**src/rtl/core_mem_arbiter.sv**
```systemverilog
// core_mem_arbiter
//
// Shares one single-port memory between the instruction fetch stage (if_*)
// and the memory stage (dm_*). Only one transaction is outstanding at a time.
// The block records which side owns the transaction and routes the memory
// response back to that side. It drops a fetch response when a branch flush
// is seen while the fetch is outstanding. If memory never answers, it raises
// a sticky timeout error.
//
// Handshake (valid/ready semantics, all sides):
//   A requester holds *_req_i and its command stable until *_gnt_o is high in
//   the same cycle. Grants are issued only in IDLE, combinationally from the
//   requests. mem_req_o pulses for exactly that grant cycle, with the command
//   on mem_*_o. The memory answers later with a single-cycle mem_rvalid_i.
//   That pulse is forwarded in the same cycle as the owner's *_rvalid_o, with
//   *_rdata_o passing mem_rdata_i through. rdata is don't-care while rvalid
//   is low.
//
// Ports:
//   clk_i, rst_i            clock (rising edge), async active-high reset
//   if_req_i/if_addr_i      fetch read request
//   if_gnt_o/if_rvalid_o/if_rdata_o   fetch grant and response
//   dm_req_i/dm_we_i/dm_be_i/dm_addr_i/dm_wdata_i   data request
//   dm_gnt_o/dm_rvalid_o/dm_rdata_o   data grant and response (stores ack)
//   flush_i                 branch redirect; blocks and kills fetches
//   mem_req_o/mem_we_o/mem_be_o/mem_addr_o/mem_wdata_o   memory command
//   mem_rvalid_i/mem_rdata_i          memory response
//   busy_o                  a transaction is outstanding (state == WAIT)
//   err_o                   sticky timeout error
//   dbg_state_o             current FSM state (0 = IDLE, 1 = WAIT)
//
// Optional feature: define CORE_ARB_STARVE_GUARD_EN to add a starvation guard.
// After STARVE_MAX consecutive dm grants that denied an eligible fetch, the
// guard forces the next eligible fetch to win. Without the macro, priority is
// strictly dm-first.

module core_mem_arbiter #(
    parameter int ADDR_W      = 32,
    parameter int DATA_W      = 32,
    parameter int TIMEOUT_CYC = 16,
    parameter int STARVE_MAX  = 4
) (
    input  logic              clk_i,
    input  logic              rst_i,
    input  logic              if_req_i,
    input  logic [ADDR_W-1:0] if_addr_i,
    output logic              if_gnt_o,
    output logic              if_rvalid_o,
    output logic [DATA_W-1:0] if_rdata_o,
    input  logic              dm_req_i,
    input  logic              dm_we_i,
    input  logic [3:0]        dm_be_i,
    input  logic [ADDR_W-1:0] dm_addr_i,
    input  logic [DATA_W-1:0] dm_wdata_i,
    output logic              dm_gnt_o,
    output logic              dm_rvalid_o,
    output logic [DATA_W-1:0] dm_rdata_o,
    input  logic              flush_i,
    output logic              mem_req_o,
    output logic              mem_we_o,
    output logic [3:0]        mem_be_o,
    output logic [ADDR_W-1:0] mem_addr_o,
    output logic [DATA_W-1:0] mem_wdata_o,
    input  logic              mem_rvalid_i,
    input  logic [DATA_W-1:0] mem_rdata_i,
    output logic              busy_o,
    output logic              err_o,
    output logic              dbg_state_o
);

    typedef enum logic {ST_IDLE = 1'b0, ST_WAIT = 1'b1} state_t;
    typedef enum logic {OWN_IF = 1'b0, OWN_DM = 1'b1} owner_t;

    localparam int TO_W = (TIMEOUT_CYC > 2) ? $clog2(TIMEOUT_CYC) : 1;
    localparam logic [TO_W-1:0] TO_LAST = TO_W'(TIMEOUT_CYC - 1);

    state_t          state_q, state_n;
    owner_t          owner_q, owner_n;
    logic [TO_W-1:0] to_cnt_q, to_cnt_n;
    logic            kill_q, kill_n;
    logic            err_q, err_n;

    logic            if_elig;
    logic            force_if;
    logic            grant_if, grant_dm;
    logic            in_idle, in_wait;

    assign in_idle = (state_q == ST_IDLE);
    assign in_wait = (state_q == ST_WAIT);

    // A fetch presented together with a flush is on the wrong path.
    assign if_elig = if_req_i & ~flush_i;

`ifdef CORE_ARB_STARVE_GUARD_EN
    localparam int SV_W = $clog2(STARVE_MAX + 1);
    localparam logic [SV_W-1:0] SV_MAX = SV_W'(STARVE_MAX);

    logic [SV_W-1:0] starve_q, starve_n;

    assign force_if = (starve_q >= SV_MAX);

    always_comb begin
        starve_n = starve_q;
        if (grant_if) begin
            starve_n = '0;
        end else if (grant_dm && if_elig && (starve_q < SV_MAX)) begin
            starve_n = starve_q + 1'b1;
        end
    end

    always_ff @(posedge clk_i or posedge rst_i) begin
        if (rst_i) starve_q <= '0;
        else       starve_q <= starve_n;
    end
`else
    // Strict dm-first priority. STARVE_MAX is a non-negative count, so this
    // is a constant 0. The expression only keeps the parameter referenced.
    assign force_if = (STARVE_MAX < 0);
`endif

    // The grant gates force every grant low while reset is asserted.
    assign grant_if = in_idle & ~rst_i & if_elig & (~dm_req_i | force_if);
    assign grant_dm = in_idle & ~rst_i & dm_req_i & ~(force_if & if_elig);

    assign if_gnt_o  = grant_if;
    assign dm_gnt_o  = grant_dm;
    assign mem_req_o = grant_if | grant_dm;

    // The command follows the winner. When nobody is granted it is don't-care.
    always_comb begin
        mem_we_o    = dm_we_i;
        mem_be_o    = dm_be_i;
        mem_addr_o  = dm_addr_i;
        mem_wdata_o = dm_wdata_i;
        if (grant_if) begin
            mem_we_o    = 1'b0;
            mem_be_o    = 4'hF;
            mem_addr_o  = if_addr_i;
            mem_wdata_o = '0;
        end
    end

    // A flush in the response cycle itself also kills the fetch response,
    // which is why flush_i is checked here as well as kill_q.
    assign if_rvalid_o = in_wait & ~rst_i & mem_rvalid_i & (owner_q == OWN_IF)
                         & ~kill_q & ~flush_i;
    assign dm_rvalid_o = in_wait & ~rst_i & mem_rvalid_i & (owner_q == OWN_DM);
    assign if_rdata_o  = mem_rdata_i;
    assign dm_rdata_o  = mem_rdata_i;

    assign busy_o      = in_wait;
    assign err_o       = err_q;
    assign dbg_state_o = state_q;

    // Next-state logic. A response in the last counted cycle beats the timeout.
    always_comb begin
        state_n  = state_q;
        owner_n  = owner_q;
        to_cnt_n = to_cnt_q;
        kill_n   = kill_q;
        err_n    = err_q;
        case (state_q)
            ST_IDLE: begin
                if (grant_if || grant_dm) begin
                    state_n  = ST_WAIT;
                    owner_n  = grant_dm ? OWN_DM : OWN_IF;
                    to_cnt_n = '0;
                    kill_n   = 1'b0;
                end
            end
            ST_WAIT: begin
                if ((owner_q == OWN_IF) && flush_i) kill_n = 1'b1;
                if (mem_rvalid_i) begin
                    state_n = ST_IDLE;
                end else if (to_cnt_q == TO_LAST) begin
                    state_n = ST_IDLE;
                    err_n   = 1'b1;
                end else begin
                    to_cnt_n = to_cnt_q + 1'b1;
                end
            end
            default: state_n = ST_IDLE;
        endcase
    end

    always_ff @(posedge clk_i or posedge rst_i) begin
        if (rst_i) begin
            state_q  <= ST_IDLE;
            owner_q  <= OWN_IF;
            to_cnt_q <= '0;
            kill_q   <= 1'b0;
            err_q    <= 1'b0;
        end else begin
            state_q  <= state_n;
            owner_q  <= owner_n;
            to_cnt_q <= to_cnt_n;
            kill_q   <= kill_n;
            err_q    <= err_n;
        end
    end

endmodule
```
**config.mk**
```make
export PLATFORM = sky130hd
export DESIGN_NAME = core_mem_arbiter
export DESIGN_NICKNAME = d
export VERILOG_FILES = /design/src/rtl/core_mem_arbiter.sv
export SDC_FILE = /design/constraint.sdc
export NUM_CORES = 1
export LEC_CHECK = 0
export CORE_AREA = 2 2 109 111
export CTS_BUF_LIST = sky130_fd_sc_hd__clkbuf_16
export CTS_CLUSTER_DIAMETER = 60
export DETAILED_ROUTE_END_ITERATION = 12
export DIE_AREA = 0 0 111 113
export HOLD_SLACK_MARGIN = 0.12
export SYNTH_ARGS = -nofsm -noshare
export SYNTH_HDL_FRONTEND = slang
export SYNTH_SLANG_ARGS = --single-unit
```
**constraint.sdc**
```tcl
create_clock -name clk_i -period 5.3 [get_ports clk_i]
set_clock_uncertainty 0.2 [all_clocks]
set_input_delay 1.06 -clock clk_i [delete_from_list [all_inputs] [get_ports clk_i]]
set_output_delay 1.06 -clock clk_i [all_outputs]
set_load 0.02 [all_outputs]
```
==> results of run 1 <==
[where the power goes]
group | internal [W] | switching [W] | total [W]
clock network | 0.0000972 | 0.0000292 | 0.000126
registers | 0.0000770 | 0.0000171 | 0.0000941
logic | 0.000162 | 0.000104 | 0.000266
total | 0.000336 | 0.000150 | 0.000486
[per-layer routing]
metal  vias to the layer above  part of all wire, %
li1                        771                    -
met1                       740                   35
met2                        89                   54
met3                        11                  9.4
met4                         0                 0.96
met5                         -                    0
[kinds of logic after synthesis]
family,Yosys count
buffers and inverters,76
AND/OR/NAND/NOR,63
multiplexers,32
flip-flops,8
AO/OA/AOI/OAI,5
adder cells (fa/ha/maj),1
[cell usage in the layout, fill, tap and decap left out, types with 2 or more instances in the layout]
cell type / n
or2_2: 4
inv_1: 3
nor2b_1: 35
clkbuf_16: 3
nand2b_4: 2
mux2_1: 31
o21bai_1: 2
nand3_1: 9
clkdlybuf4s50_1: 183
nand2_1: 3
dfrtp_1: 8
[cells in the mapped netlist, types with 2 or more instances]
cell type  instances  share of area, %
or2_2              4               1.6
buf_2              3              0.94
mux2_1            31                22
buf_6              5               3.5
inv_1              3              0.71
dfrtp_1            8                13
nand2b_4           2               1.7
o21bai_1           2              0.94
buf_4             65                31
nand2_1            3              0.71
nor2b_1           35                14
nand3_1            9               2.8
[critical path, cell delays in order]
cell and delay, ps:
clkdlybuf4s50_1 460, nor2b_1 210, nand2_2 120, nor2_8 350, buf_4 310, mux2_1 350, clkdlybuf4s50_1 550
[worst min-delay path by stage]
stage / endpoint / cells after the start / from
finish: err_o / 1 / err_o
global route: err_o / 1 / err_o
CTS: err_o / 1 / err_o
detailed placement: err_o / 1 / err_o
global placement: err_o / 1 / err_o
floorplan: kill_q / 1 / kill_q
[state kept, by name, summed over array words and instances (netlist names)]
name and cells:
owner_q 1, to_cnt_q 4, kill_q 1, busy_o 1, err_o 1
[through the flow]
step | instances | setup WS [ps]
CTS | 443 | 606
finish | 443 | 634
global placement | 440 | 626
detailed placement | 440 | 617
global route | 443 | 486
floorplan | 185 | 2000
[area by class of cell]
| cell class | instances | area, um2 | area share (%) |
|---|---|---|---|
| multi-input combinational | 101 | 825 | 26.2 |
| sequential | 8 | 200 | 6.36 |
| timing repair buffer | 185 | 1860 | 59.0 |
| tap | 143 | 179 | 5.68 |
| clock buffer | 3 | 75.1 | 2.38 |
| inverter | 3 | 11.3 | 0.358 |
==> flow_summary.toml, run 1 <==
[run_status]
status = "finished clean"

[die]
rows = 39
io_pins = 280
die-width_um = 111
initial_utilization_pct = 14.2
fp.coreArea_mm2 = 0.0113
die_y_um = 113
die_area_mm2 = 0.0125

[setup_path]
reg2regPathDepth = 5
cp-endpoint = "mem_addr_o[19]"
path_max_fanout = 23
critPathArrivalTime_ps = 3410
ff2ff_setup_slack_ps = 3560
r2r-end = "to_cnt_q[3]"
worstSetupStartpointType = "input pin"
reg2reg_from = "to_cnt_q[0]"
crit_start = "flush_i"
worstSetupEndpointType = "primary output"
cp.required_ps = 4040
critPathKind = "in -> out"

[clocking]
clock_latency_ps = 230
cts_made_buffers = 3
cts_max_path_buffers = 2
cts_hold_buf = 0
clkTransAtPathRegs_ps = 40
cts_tree = "done"
cts.sinks = 8
cts_root_buf = "clkbuf_16"
htree_levels = 1
ctsResizeCount = 0
post-cts-setup-buffers = 0

[global_routing]
grtUsageMet3_pct = 3.48
grt_util_met1_pct = 9.61
grt_pass1_wl_mm = 9.40
grtUsageMet2_pct = 18.4
grt_max_degree = 34
grt.total_usage_pct = 9.45
grt.busiest_layer = "met2"
grt_remaining_overflow = 0
grt_pass1_vias = 1683
antenna_found_initial = 0

[sta]
period_needed_ps = 4670
timing.setup.tns_ps = 0
setup_viol = 0
max_slew.worst_pin.slew_ps = 486
whs_ps = 282
hold_viol = 0
relSlewSlack_pct = 67.4
rsz0062_at_grt = "no"
fmax_mhz = 214
drv_slew = 0
finalCritPeriodShare_pct = 88.0

[logic_synthesis]
synth_top_flop_cell = "dfrtp_1"
synth_edf_count = 0
synthAdderAreaFrac_pct = 0.784
synth_compound_area_share_pct = 2.20
synthSimpleGateAreaFrac_pct = 26.1
synthArstFlopShare_pct = 100
synth_top_family_by_area = "buffers and inverters"
synth_xor_area_share_pct = 0
syn_inst = 185
synth_seq_cells = 8
ys_types = 27
yosysSeqAreaShare_pct = 12.5
yosys_warnings = 0
synth_area_mm2 = 0.00160
syn-num-nets = 325
syn_avg_cell_area_um2 = 8.62
synthMuxAreaShare_pct = 22.6

[layout]
finalNetCount = 442
layout-drive-gt1-share_pct = 5.00
fin_area_mm2 = 0.00315
diodes = 0
fin_util_pct = 27.9
fill_cells = 1210
areaGrowthSynthToFinish_pct = 97.4

[placement]
numPortBuffers = 183
hpwlAfterDp_mm = 5.44
place_area_mm2 = 0.00307
gp_congestion = 0.810

[flow_run]
max-cap-violations = 0

[routing]
vias_per_cell = 3.64
drt_iter0_drc = 66
ant_nets = 0
wire_per_inst_um = 13.9
wirelength_mm = 6.14
drc = 0
vias = 1611
dr.pass1.iters = 3

[pwr]
p_leak_nw = 1.23
finalPower_w = 0.000486
peakVddDrop_v = 0.0000816
power_density_mw_per_mm2 = 154

[min_path]
hold_class = "reg -> reg"
No activity file was read; power rests on OpenSTA's default activity.
==> run 2: changes to the inputs <==
- ABC_AREA: unset -> 1
- HOLD_SLACK_MARGIN: 0.12 -> unset
==> flow_summary.toml, run 2 <==
[routing]
wirelength_mm = 6.00
dr.pass1.iters = 4
vias_per_cell = 3.72
drt_iter0_drc = 59
drc = 0
vias = 2060
ant_nets = 0
wire_per_inst_um = 10.8

[pwr]
p_sw_share_pct = 32.2
switchingPower_w = 0.000153
p_leak_nw = 1.53
combPwrFrac_pct = 56.3
p_int_w = 0.000321
peakVddDrop_v = 0.0000945
finalPower_w = 0.000473
clockPowerShare_pct = 26.5
seq_power_share_pct = 17.3
power_density_mw_per_mm2 = 149

[sta]
max_slew.worst_pin.slew_ps = 456
drv_slew = 0
fmax_mhz = 224
hold_viol = 0
setup_viol = 0
fin_ws_ps = 840
finalCritPeriodShare_pct = 84.1
relSlewSlack_pct = 69.4
period_needed_ps = 4460
rsz0062_at_grt = "no"
timing.setup.tns_ps = 0

[logic_synthesis]
yosysSeqAreaShare_pct = 12.5
synth_area_mm2 = 0.00161
synth_seq_cells = 8
yosysTopAreaCellShare_pct = 32.2
syn-num-nets = 438
syn_avg_cell_area_um2 = 5.40
yosys.area.top_type = "buf_4"
synth_most_common_cell = "nand2_1"
synth_edf_count = 0
yosys_warnings = 0
ys_types = 20
syn_inst = 298
synth_top_flop_cell = "dfrtp_1"
synthArstFlopShare_pct = 100
synth.area.top_cells = "buf_4, nand2_1, dfrtp_1, inv_1, nor2_1"
synthTopCellsByCount = "nand2_1, buf_4, inv_1"

[min_path]
hold_class = "reg -> reg"
hp-start = "err_o"
hold_end = "err_o"
hold_path_depth = 1

[layout]
mostFrequentLayoutCells = "clkdlybuf4s50_1, nand2_1, inv_1"
diodes = 0
layout-drive-gt1-share_pct = 2.68
largest_reg_flops = 4
regMostFlops = "to_cnt_q"
layout_commonest_cell = "clkdlybuf4s50_1"
finalNetCount = 553
areaGrowthSynthToFinish_pct = 97.6
fin_cells = 554

[setup_path]
crit_chain = "clkdlybuf4s50_1 > inv_1 > nor2_1 > nand3_2 > inv_2 > buf_12 > nand2_1 > nand2_1 > clkdlybuf4s50_1"
slowest_stage = "clkdlybuf4s50_1"
reg2reg_from = "busy_o"
reg2regPathDepth = 6
path_max_fanout = 45
critPathArrivalTime_ps = 3200
worstSetupStartpointType = "input pin"
ff2ff_setup_slack_ps = 3690
cp.required_ps = 4040
worstSetupEndpointType = "primary output"
max_stage_delay_ps = 600
r2r-end = "to_cnt_q[2]"
critPathKind = "in -> out"

[die]
initial_utilization_pct = 14.3
io_pins = 280
rows = 39
fp.coreArea_mm2 = 0.0113
die_area_mm2 = 0.0125
die_y_um = 113
die-width_um = 111

[global_routing]
grt_max_degree = 46
grt.total_usage_pct = 8.74
grt_pass1_vias = 1909
grt_remaining_overflow = 0
grt_pass1_wl_mm = 9.03
antenna_found_initial = 0

[placement]
place_ws_ps = 822
gp_congestion = 0.777
dp.cells = 551
numPortBuffers = 183
hpwlAfterDp_mm = 5.22

[clocking]
clkTransAtPathRegs_ps = 30
htree_levels = 1
cts_max_path_buffers = 2
clock_latency_ps = 230
post-cts-setup-buffers = 0
cts.sinks = 8
cts_root_buf = "clkbuf_16"
cts_made_buffers = 3
cts_tree = "done"
ctsResizeCount = 0
cts_hold_buf = 0

[run_status]
status = "finished clean"

[flow_run]
max-cap-violations = 0
run 2: power groups by stage:
stage,clock network (W),registers (W),logic [W]
5_1_grt,0.000130,0.0000832,0.000286
3_5_place_dp,0,0.0000824,0.000269
3_3_place_gp,0,0.0000816,0.000266
4_1_cts,0.000127,0.0000818,0.000270
2_1_floorplan,0,0.0000809,0.000177
6_report,0.000125,0.0000817,0.000267
run 2: area by class of cell:
cell class	instances	area [um2]
clock buffers	3	75.1
fillers	1233	8100
well taps	143	179
multi-input cells	172	702
repair buffers	185	1860
flip-flops and latches	8	200
inverters	43	161
run 2: through the flow:
stage               instance area [um2]  hold slack, ps  util, %
floorplan                          1610             242        -
global placement                   3100             255     27.5
detailed placement                 3100             268     27.5
CTS                                3180             280     28.2
global route                       3180             308     28.2
finish                             3180             275     28.2
run 2: worst max path at each step:
| stage | from | to | cells after the start |
|---|---|---|---|
| after floorplan | rst_i | if_rvalid_o | 3 |
| after global placement | if_req_i | mem_addr_o[26] | 9 |
| after detailed placement | if_req_i | mem_addr_o[28] | 9 |
| after CTS | if_req_i | mem_addr_o[28] | 9 |
| after global routing | if_req_i | mem_addr_o[22] | 9 |
| final | if_req_i | mem_addr_o[23] | 9 |
run 2: cells by family (layout without fill, tap and decap cells):
logic type | after synthesis | in the layout | synth area share (%)
adder cells (fa/ha/maj) | 1 | 1 | 0.778
buffers and inverters | 118 | 231 | 43.9
AND/OR/NAND/NOR | 168 | 168 | 41.7
AO/OA/AOI/OAI | 3 | 3 | 1.17
flip-flops | 8 | 8 | 12.5
run 2: worst max-delay path: cells and delay by family:
family | cells | cell delay [ps]
buffers and inverters | 5 | 1700
and+or+nand+nor | 4 | 400
run 2: routing by layer:
metal	vias to the layer above	routed length, um	track usage, %
met5	-	0	0
met4	0	176	3.83
met3	20	882	4.12
met2	159	2680	14.9
met1	857	2260	9.28
li1	1024	-	-
==> run 3: changes to the inputs <==
- CORE_AREA: 2 2 109 111 -> 2 2 110 112
- DIE_AREA: 0 0 111 113 -> 0 0 112 114
- clock period: 5.3 -> 3.6 ns (I/O delays scaled with it)
==> flow_summary.toml, run 3 (same netlist as run 2, synthesis figures left out) <==
[layout]
layout_commonest_cell = "clkdlybuf4s50_1"
multi_input_area_um2 = 702
largest_reg_flops = 4
fill_cells = 1284
seq_area_um2 = 200
layout-drive-gt1-share_pct = 3.38
areaGrowthSynthToFinish_pct = 103
fin_util_pct = 27.9
finalNetCount = 556
mostFrequentLayoutCells = "clkdlybuf4s50_1, nand2_1, inv_1"
regMostFlops = "to_cnt_q"
diodes = 0

[setup_path]
worstSetupStartpointType = "input pin"
cp.required_ps = 2680
max_stage_delay_ps = 610
worstSetupEndpointType = "primary output"
ff2ff_setup_slack_ps = 2010
path_buf_inv = 4
r2r-end = "to_cnt_q[3]"
path_max_fanout = 37
crit_start = "flush_i"
critPathTopFamily = "buffers and inverters"
reg2regPathDepth = 6
critPathKind = "in -> out"
cp.depth = 8
reg2reg_from = "to_cnt_q[0]"
critPathArrivalTime_ps = 2540
cp-endpoint = "mem_addr_o[29]"
slowest_stage = "clkdlybuf4s50_1"
crit_chain = "clkdlybuf4s50_1 > nor2_1 > nand3_2 > inv_2 > buf_12 > nand2_1 > nand2_1 > clkdlybuf4s50_1"

[clocking]
cts_max_path_buffers = 2
cts_hold_buf = 0
clock_latency_ps = 230
cts_tree = "done"
post-cts-setup-buffers = 0
cts.sinks = 8
cts_made_buffers = 3
htree_levels = 1
clkTransAtPathRegs_ps = 40
ctsResizeCount = 0
cts_root_buf = "clkbuf_16"

[die]
rows = 40
die-width_um = 112
die_area_mm2 = 0.0128
die_y_um = 114
initial_utilization_pct = 13.7
io_pins = 280
fp.coreArea_mm2 = 0.0117

[placement]
hpwlAfterDp_mm = 5.26
numPortBuffers = 183
gp_congestion = 0.810

[flow_run]
max-cap-violations = 0

[sta]
rsz0062_at_grt = "no"
drv_slew = 0
relSlewSlack_pct = 68.3
hold_viol = 0
finalCritPeriodShare_pct = 96.2
fmax_mhz = 289
setup_viol = 0
period_needed_ps = 3460
timing.setup.tns_ps = 0
max_slew.worst_pin.slew_ps = 472

[pwr]
peakVddDrop_v = 0.000107
p_leak_nw = 1.68
power_density_mw_per_mm2 = 216

[routing]
vias_per_cell = 3.75
ant_nets = 0
vias = 2103
drt_iter0_drc = 59
dr.pass1.iters = 4
drc = 0
wirelength_mm = 6.24
wire_per_inst_um = 11.1

[global_routing]
grt_remaining_overflow = 0
grt_max_degree = 38
grt_pass1_wl_mm = 8.98
grt.total_usage_pct = 8.47
grt_pass1_vias = 1899
antenna_found_initial = 0

[run_status]
status = "finished clean"

[min_path]
hold_class = "reg -> reg"
## run 3: changes by cell type in the layout (fill, tap and decap cells not counted)
cell and delta:
clkdlybuf4s50_1 -13, dlymetal6s2s_1 +13, buf_12 +2, buf_4 +1
## run 3: worst min path at each step
stage	startpoint	endpoint	slack, ps	depth (start not counted)
final	err_o	err_o	270	1
after global routing	err_o	err_o	290	1
after CTS	err_o	err_o	270	1
after detailed placement	err_o	err_o	260	1
after global placement	err_o	err_o	250	1
after floorplan	kill_q	kill_q	240	2
## run 3: per-layer routing
| layer | routed length (um) | track usage [%] | vias to the layer above |
|---|---|---|---|
| met1 | 2210 | 9.12 | 895 |
| met2 | 2930 | 14.4 | 155 |
| li1 | - | - | 1030 |
| met4 | 215 | 4.07 | 0 |
| met3 | 889 | 3.67 | 23 |
| met5 | 0 | 0 | - |
## run 3: layout make-up
cell class / instances / share of cell area (%)
Timing Repair Buffer: 188 / 59.5
Multi-Input combinational cell: 172 / 21.5
Sequential cell: 8 / 6.14
Tap cell: 147 / 5.64
Inverter: 43 / 4.95
Clock buffer: 3 / 2.30
## run 3: metrics by stage
| step | power (W) | hold WS (ps) | setup WS, ps | std cells | instance area, um2 |
|---|---|---|---|---|---|
| finish | 0.000703 | 265 | 137 | 561 | 3260 |
| global placement | 0.000515 | 255 | 135 | 558 | 3150 |
| global route | 0.000741 | 293 | 0.395 | 561 | 3260 |
| CTS | 0.000711 | 272 | 105 | 561 | 3230 |
| detailed placement | 0.000520 | 255 | 108 | 558 | 3150 |
| floorplan | 0.000379 | 242 | 989 | 298 | 1610 |
## run 3: power breakdown
| part | internal [W] | switching (W) |
|---|---|---|
| clock network | 0.000143 | 0.0000433 |
| registers | 0.000104 | 0.0000161 |
| logic | 0.000227 | 0.000170 |
| total | 0.000474 | 0.000229 |
## run 3: worst register-to-register path, delay by kind of cell (launching register included)
family / cells / cell delay [ps]
AND/OR/NAND/NOR: 5 / 650
adder cells (fa/ha/maj): 1 / 220
flip-flops: 1 / 410
